<file path="config.mk">
export PLATFORM = sky130hd
export DESIGN_NAME = net_bus_merge2
export DESIGN_NICKNAME = d
export VERILOG_FILES = /design/src/rtl/net_bus_merge2.sv
export SDC_FILE = /design/constraint.sdc
export NUM_CORES = 1
export LEC_CHECK = 0
export ABC_AREA = 1
export CORE_AREA = 2 2 174 176
export DETAILED_ROUTE_END_ITERATION = 16
export DIE_AREA = 0 0 176 178
export PLACE_DENSITY_LB_ADDON = 0.05
export SETUP_SLACK_MARGIN = 0.15
export SYNTH_ARGS = -nofsm -noshare
export SYNTH_HDL_FRONTEND = slang
export SYNTH_SLANG_ARGS = --single-unit
</file>
<file path="constraint.sdc">
create_clock -name CLK -period 3.8 [get_ports CLK]
set_clock_uncertainty 0.1 [all_clocks]
set_input_delay 0.57 -clock CLK [delete_from_list [all_inputs] [get_ports CLK]]
set_output_delay 0.57 -clock CLK [all_outputs]
set_load 0.02 [all_outputs]
</file>
<file path="src/rtl/net_bus_merge2.sv">
// Two-input NetBus merge: each input word stream is buffered in a 2-deep FIFO, then the two
// streams are merged round-robin onto one registered output with a source tag.
module net_bus_merge2 #(
  parameter  int DATA_WIDTH = 4,
  localparam int W          = DATA_WIDTH * 9 + 14
) (
  input  logic         CLK,
  input  logic         RST,
  input  logic [W-1:0] RDATA0,
  input  logic         RVALID0,
  output logic         RREADY0,
  input  logic [W-1:0] RDATA1,
  input  logic         RVALID1,
  output logic         RREADY1,
  output logic [W-1:0] DATA,
  output logic         VALID,
  input  logic         READY,
  output logic         SRC
);

  logic [1:0]   rvalid;
  logic [1:0]   rready;
  logic [1:0]   push;
  logic [1:0]   pop;
  logic [1:0]   cand;
  logic [W-1:0] rdata [2];
  logic [W-1:0] head  [2];

  logic ld;
  logic gnt_vld;
  logic gnt;
  logic pri;

  assign rvalid   = {RVALID1, RVALID0};
  assign rdata[0] = RDATA0;
  assign rdata[1] = RDATA1;
  assign RREADY0  = rready[0];
  assign RREADY1  = rready[1];

  for (genvar n = 0; n < 2; n++) begin : g_fifo
    logic [W-1:0] mem [2];
    logic [1:0]   cnt;
    logic [1:0]   cnt_nxt;
    logic         wp;
    logic         rp;
    logic         rdy;

    assign push[n]   = rvalid[n] & rdy;
    assign cand[n]   = (cnt != 2'd0);
    assign head[n]   = mem[rp];
    assign rready[n] = rdy;

    always_comb begin
      cnt_nxt = cnt;
      if (push[n] && !pop[n])
        cnt_nxt = cnt + 2'd1;
      else if (!push[n] && pop[n])
        cnt_nxt = cnt - 2'd1;
    end

    // Ready is registered from the next count so it never depends on READY/RVALID combinationally.
    always_ff @(posedge CLK or posedge RST) begin
      if (RST) begin
        cnt <= 2'd0;
        wp  <= 1'b0;
        rp  <= 1'b0;
        rdy <= 1'b1;
      end else begin
        cnt <= cnt_nxt;
        rdy <= (cnt_nxt != 2'd2);
        if (push[n]) wp <= ~wp;
        if (pop[n])  rp <= ~rp;
      end
    end

    always_ff @(posedge CLK) begin
      if (push[n]) mem[wp] <= rdata[n];
    end
  end

  assign ld = ~VALID | READY;

  always_comb begin
    gnt_vld = 1'b0;
    gnt     = 1'b0;
    if (cand[0] && cand[1]) begin
      gnt_vld = 1'b1;
      gnt     = pri;
    end else if (cand[0]) begin
      gnt_vld = 1'b1;
      gnt     = 1'b0;
    end else if (cand[1]) begin
      gnt_vld = 1'b1;
      gnt     = 1'b1;
    end
  end

  assign pop = (ld && gnt_vld) ? (gnt ? 2'b10 : 2'b01) : 2'b00;

  // Output register: loads whenever empty or being consumed; priority flips away from the winner.
  always_ff @(posedge CLK or posedge RST) begin
    if (RST) begin
      VALID <= 1'b0;
      DATA  <= '0;
      SRC   <= 1'b0;
      pri   <= 1'b0;
    end else if (ld) begin
      if (gnt_vld) begin
        VALID <= 1'b1;
        DATA  <= head[gnt];
        SRC   <= gnt;
        pri   <= ~gnt;
      end else begin
        VALID <= 1'b0;
      end
    end
  end

endmodule
</file>
### Word-level counts from Yosys, hierarchy flattened

Memories as Yosys holds them, arrays and structs flattened.
Index checks and enable logic that the tools add are counted.

| word-level totals | value |
|---|---|
| flip-flop bits (word level) | 63 |
| bits in writable memories | 200 |
| input bits | 105 |
| output and inout port bits | 54 |
| memories kept | 2 |

Memory list:

| name | words | bits a word | read ports | clocked after memory_dff | write ports | line | text |
|---|---|---|---|---|---|---|---|
| g_fifo[0].mem | 2 | 50 | 1 | 0 | 1 | 41 | `logic [W-1:0] mem [2];` |
| g_fifo[1].mem | 2 | 50 | 1 | 0 | 1 | 41 |  |

| operators by class | value |
|---|---|
| $add $sub $neg | 4 |
| $lt $le $gt $ge | 1 |
| equal/unequal tests | 2 |
| mux-type cells | 19 |
| bitwise logic cells | 10 |
| reduce and logical (&&, ||, !) cells | 13 |

Operators by type and width:

| operator | count |
|---|---|
| $mux 50 | 3 |
| $mux 2 | 6 |
| $mux 1 | 10 |
| $logic_and 1x1->1 | 6 |
| $not 1->1 | 6 |
| $add 2x1->2 const B | 2 |
| $logic_not 1->1 | 4 |
| $ne 2x2->1 const B | 2 |
| $reduce_bool 2->1 | 2 |
| $sub 2x1->2 const B | 2 |
| $and 1x1->1 | 2 |
| $ge 2x2->1 const B | 1 |
| $not 1->2 | 1 |
| $reduce_and 2->1 | 1 |
| $or 1x1->1 | 1 |

### Depth between registers and ports, before layout

| depth | value |
|---|---|
| word-level depth | 10 |
| mapped depth | 11 |
| gate-level depth less buffers | 11 |

### Worst setup path before layout

No wires, ideal clock.

| timing path | value |
|---|---|
| path type | reg-to-reg |
| start | register g_fifo[0].rdy, in the netlist RREADY0 |
| end | memory g_fifo[0].mem[0][0] (netlist name), enable pin |
| setup time | 0.458 ns |
| data arrival time | 2.823 ns |
| setup slack | 0.419 ns |
| cell stages (with the launch flop) | 3 |
| clock period less this slack | 3.381 ns |
| cell sequence | dfstp_2 > nand2_1 > nor2_1 |

| between the ends | value |
|---|---|
| longest elaborated chain between the ends | 3 |

RTL lines:

| what | line | text |
|---|---|---|
| start, declared | 46 | `logic rdy;` |
| start signal, assigned | 70 | `rdy <= (cnt_nxt != 2'd2);` |
| $and 1x1->1 | 48 | `assign push[n] = rvalid[n] & rdy;` |
| $mux 1 | 77 | `if (push[n]) mem[wp] <= rdata[n];` |
| $mux 1 (not written as such) | 77 |  |
| end, declared | 41 |  |

No other way between the ends.

### Worst setup path after layout

| timing path | value |
|---|---|
| start | register g_fifo[0].cnt[0] |
| end | register g_fifo[1].cnt[0] |

| between the ends | value |
|---|---|
| longest elaborated chain between the ends | 8 |
| elaborated cells on any way between the ends | 14 |
| classes of those cells | 8 x mux; 6 x reduce/logical |

RTL lines:

| what | line | text |
|---|---|---|
| start, declared | 42 | `logic [1:0] cnt;` |
| start signal, assigned | 69 | `cnt <= cnt_nxt;` |
| $reduce_bool 2->1 (*) | 49 | `assign cand[n] = (cnt != 2'd0);` |
| $mux 1 or $logic_and 1x1->1 (tied branches) | 89, 86 |  |
| $mux 1 | 86 | `if (cand[0] && cand[1]) begin` |
| $mux 2 or $logic_and 1x1->1 (tied branches) | 98 | `assign pop = (ld && gnt_vld) ? (gnt ? 2'b10 : 2'b01) : 2'b00;` |
| $mux 2 (*) | 98 |  |
| $logic_and 1x1->1 or $logic_not 1->1 (tied branches) | 57, 55 |  |
| $mux 2 or $logic_and 1x1->1 (tied branches) | 57, 55 |  |
| $mux 2 (*) | 55 | `if (push[n] && !pop[n])` |
| via g_fifo[1].cnt_nxt[0] | 43 | `logic [1:0] cnt_nxt;` |
| end signal, assigned | 69 |  |
| end, declared | 42 |  |

The timed path passes the listed nets; every way through them passes the cells marked *.
A chain may end at the register's enable or synchronous reset.

==> impl_metrics.yaml <==
yosys:
  synth.avg_cell_area_um2: 15.4
  synth-seq-area-share_pct: 74.5
  netlist_top_cells_area: "sky130_fd_sc_hd__edfxtp_1, sky130_fd_sc_hd__dfrtp_1, sky130_fd_sc_hd__nand2_1"
  multiplexer_fraction_of_the_synthesized_cell_area_pct: 7.80
  netlist_top_cells_count: "sky130_fd_sc_hd__edfxtp_1, sky130_fd_sc_hd__nand2_1, sky130_fd_sc_hd__dfrtp_1"
  syn_inst_count: 659
  synth_compound_gate_area_share_pct: 5.66
  synth.net_count: 766
  count_of_cell_types_in_the_netlist: 29
  synth.ff_latch_count: 263
  yosys.area_share.simple_pct: 8.39
  xor_xnor_portion_of_the_synthesized_cell_area_pct: 0.344
  synth-adder-area-share_pct: 0.246
  yosys_warnings: 0
  combinational_family_with_the_most_area_after_synthesis: "simple AND/OR/NAND/NOR gates"
  synth.most_common_cell: "sky130_fd_sc_hd__edfxtp_1"
  ys_dominant_reg_cell: "sky130_fd_sc_hd__edfxtp_1"
  synth-edff-count: 200
  postSynth.asyncResetShare_pct: 24.0
  synth_area_um2: 10200
  post-synth-top-area-fraction_pct: 59.0
  yosys.area.top_type: "sky130_fd_sc_hd__edfxtp_1"
hold_path:
  worstHoldPathType: "reg -> reg"
  holdPathStages: 2
place:
  place.detailed.hpwl_um: 14800
  post-place-cells: 1188
  gpl.final_weighted_congestion: 0.722
  preCtsSetupSlack_ps: 803
  buffer_ports.inserted: 158
final_layout:
  nets: 936
  final_cell_count_no_fill: 1241
  n_antenna_cell: 0
  post_route_cells_drive_above_1_share_pct: 15.9
  syn2layout_area_growth_pct: 27.9
global_routing:
  track_usage_pct: 15.4
  grt_first_pass_wirelength_um: 36600
  maximum_number_of_pins_on_one_net_before_global_route_repair: 52
  grt_antenna_before_repair: 1
  grt_pass1_vias: 6347
  gr-total-overflow: 0
detailed_routing:
  routed-via-count: 5782
  drc: 0
  post_dr_vias_cell: 4.66
  detail_route.wirelength_um: 24100
  drt_iter0_drc: 292
  drt_pre_antenna_iters: 4
  antenna_violating_nets_post_route: 0
  route.detailed.wl_per_inst_um: 19.4
setup_path:
  worst-r2r-cell-count: 11
  timing.critical_path.to_type: "flop"
  arrival_ps: 2740
  worstSetupStartpointType: "flop"
  worst-setup-path-type: "reg -> reg"
  cp.required_ps: 4120
  path_max_fanout: 25
clocking:
  cts.clk_slew.worst_paths_ps: 60
  cts.hold.buffers_added: 0
  post-cts-setup-buffer-count: 0
  ctsLongestPathBuffers: 3
  clockRootBuffer: "sky130_fd_sc_hd__clkbuf_16"
  post_cts.resized_instances: 0
  clock_tree.htree_level_count: 1
  clock_latency_ps: 530
  clock_sink_count: 263
  cts-buffers-inserted: 29
  cts_tree: "built"
floorplan:
  io_count: 159
  initial_util_pct: 34.6
  floorplan.die.width_um: 176
  die-height_um: 178
  row_count: 63
  fp.coreArea_um2: 29400
  die-area_um2: 31300
sta:
  relSlewSlack_pct: 37.9
  timing.final.ws_setup_ps: 1370
  grt_setup_unrepaired: "false"
  post-route-period-util_pct: 63.9
  slew_viol_final: 0
  finalSetupViolations: 0
  hold_violations: 0
  final.setup.tns_ps: 0
  finalWorstPathRequiredPeriod_ps: 2430
  worst_slew_pin_slew_ps: 931
  clock.fmax_ghz: 0.412
power:
  power.switching_fraction_pct: 33.1
  power.static_leakage_uw: 0.00497
  peakVddDrop_v: 0.000383
  power.density_nw_per_um2: 790
  internal-power_uw: 6880
  power.share.sequential_pct: 44.3
  power.share.combinational_pct: 30.3
  clkPwrFrac_pct: 25.3
  p_switching_uw: 3410
status:
  run_status: "finished clean"
job:
  max_cap_violations: 0
==> registers in the layout, indices dropped and copies added (netlist names) <==
register / cells
g_fifo.mem: 200
DATA: 50
g_fifo.cnt: 4
g_fifo.rp: 2
g_fifo.wp: 2
RREADY0: 1
RREADY1: 1
SRC: 1
VALID: 1
pri: 1
==> final cells by class <==
class | count | area (µm²)
fillers | 2657 | 16400
flip-flops and latches | 263 | 7590
multi-input cells | 346 | 2310
repair buffers | 167 | 1650
clock buffers | 46 | 830
well taps | 390 | 488
inverters | 22 | 88.8
clock inverters | 7 | 57.6
==> metrics by stage <==
stage	hold WS, ps	util, %	area [µm²]	power [µW]
floorplan	382	-	10200	6540
global placement	361	41.3	12100	7770
detailed placement	369	41.3	12100	7830
CTS	384	44.3	13000	10500
global route	418	44.3	13000	10900
finish	386	44.3	13000	10300
==> worst paths after layout <==
| kind | startpoint | endpoint | slack [ps] |
|---|---|---|---|
| max in group asynchronous | RST | DATA[29] | 2300 |
| worst max-delay path | g_fifo[0].cnt[0] | g_fifo[1].cnt[0] | 1370 |
| min in group asynchronous | RST | DATA[15] | 460 |
| worst max register to register | g_fifo[0].cnt[0] | g_fifo[1].cnt[0] | 1370 |
| worst min register to register | SRC | SRC | 390 |
| worst min-delay path | SRC | SRC | 390 |
==> power by group through the flow <==
stage	Combinational (µW)	Clock, µW	Sequential [µW]
floorplan	1930	0	4610
global placement	3140	0	4630
detailed placement	3190	0	4640
CTS	3200	2680	4590
global route	3410	2800	4670
finish	3120	2610	4560
==> critical path: stages, from the launching register on <==
cell	delay, ps
sky130_fd_sc_hd__dfrtp_1	380
sky130_fd_sc_hd__inv_1	70
sky130_fd_sc_hd__ha_1	180
sky130_fd_sc_hd__inv_1	50
sky130_fd_sc_hd__nand2_1	80
sky130_fd_sc_hd__nand3_2	410
sky130_fd_sc_hd__inv_2	610
sky130_fd_sc_hd__nand2_1	180
sky130_fd_sc_hd__nand2_1	100
sky130_fd_sc_hd__nand2_1	50
sky130_fd_sc_hd__nand2_1	70
sky130_fd_sc_hd__inv_1	50
==> kinds of logic after synthesis <==
group,after synthesis
buffers and inverters,50
muxes,76
xor gates and xnor gates,4
DFF,263
AOI/OAI and AO/OA,52
adders and majority gates,2
and+or+nand+nor,212
==> cell usage in the layout, fill, tap and decap left out, drive strengths merged, types with 9 or more instances in the layout <==
cell           synthesis  routed
dfrtp                 61      61
clkbuf                 1      46
o211ai                50      50
buf                   27       9
clkdlybuf4s50          0     158
edfxtp               200     200
mux2                  26      26
inv                   22      21
nand2                199     199
mux2i                 50      50
==> layer usage <==
metal / GRT usage [%] / vias up / share of wire (%)
met5: 0 / - / 0.067
met4: 4.48 / 2 / 2.3
met1: 19.7 / 2897 / 43
met3: 2.83 / 37 / 4.6
met2: 27.0 / 146 / 50
li1: - / 2700 / -
Power figures use the tool's default switching activity.
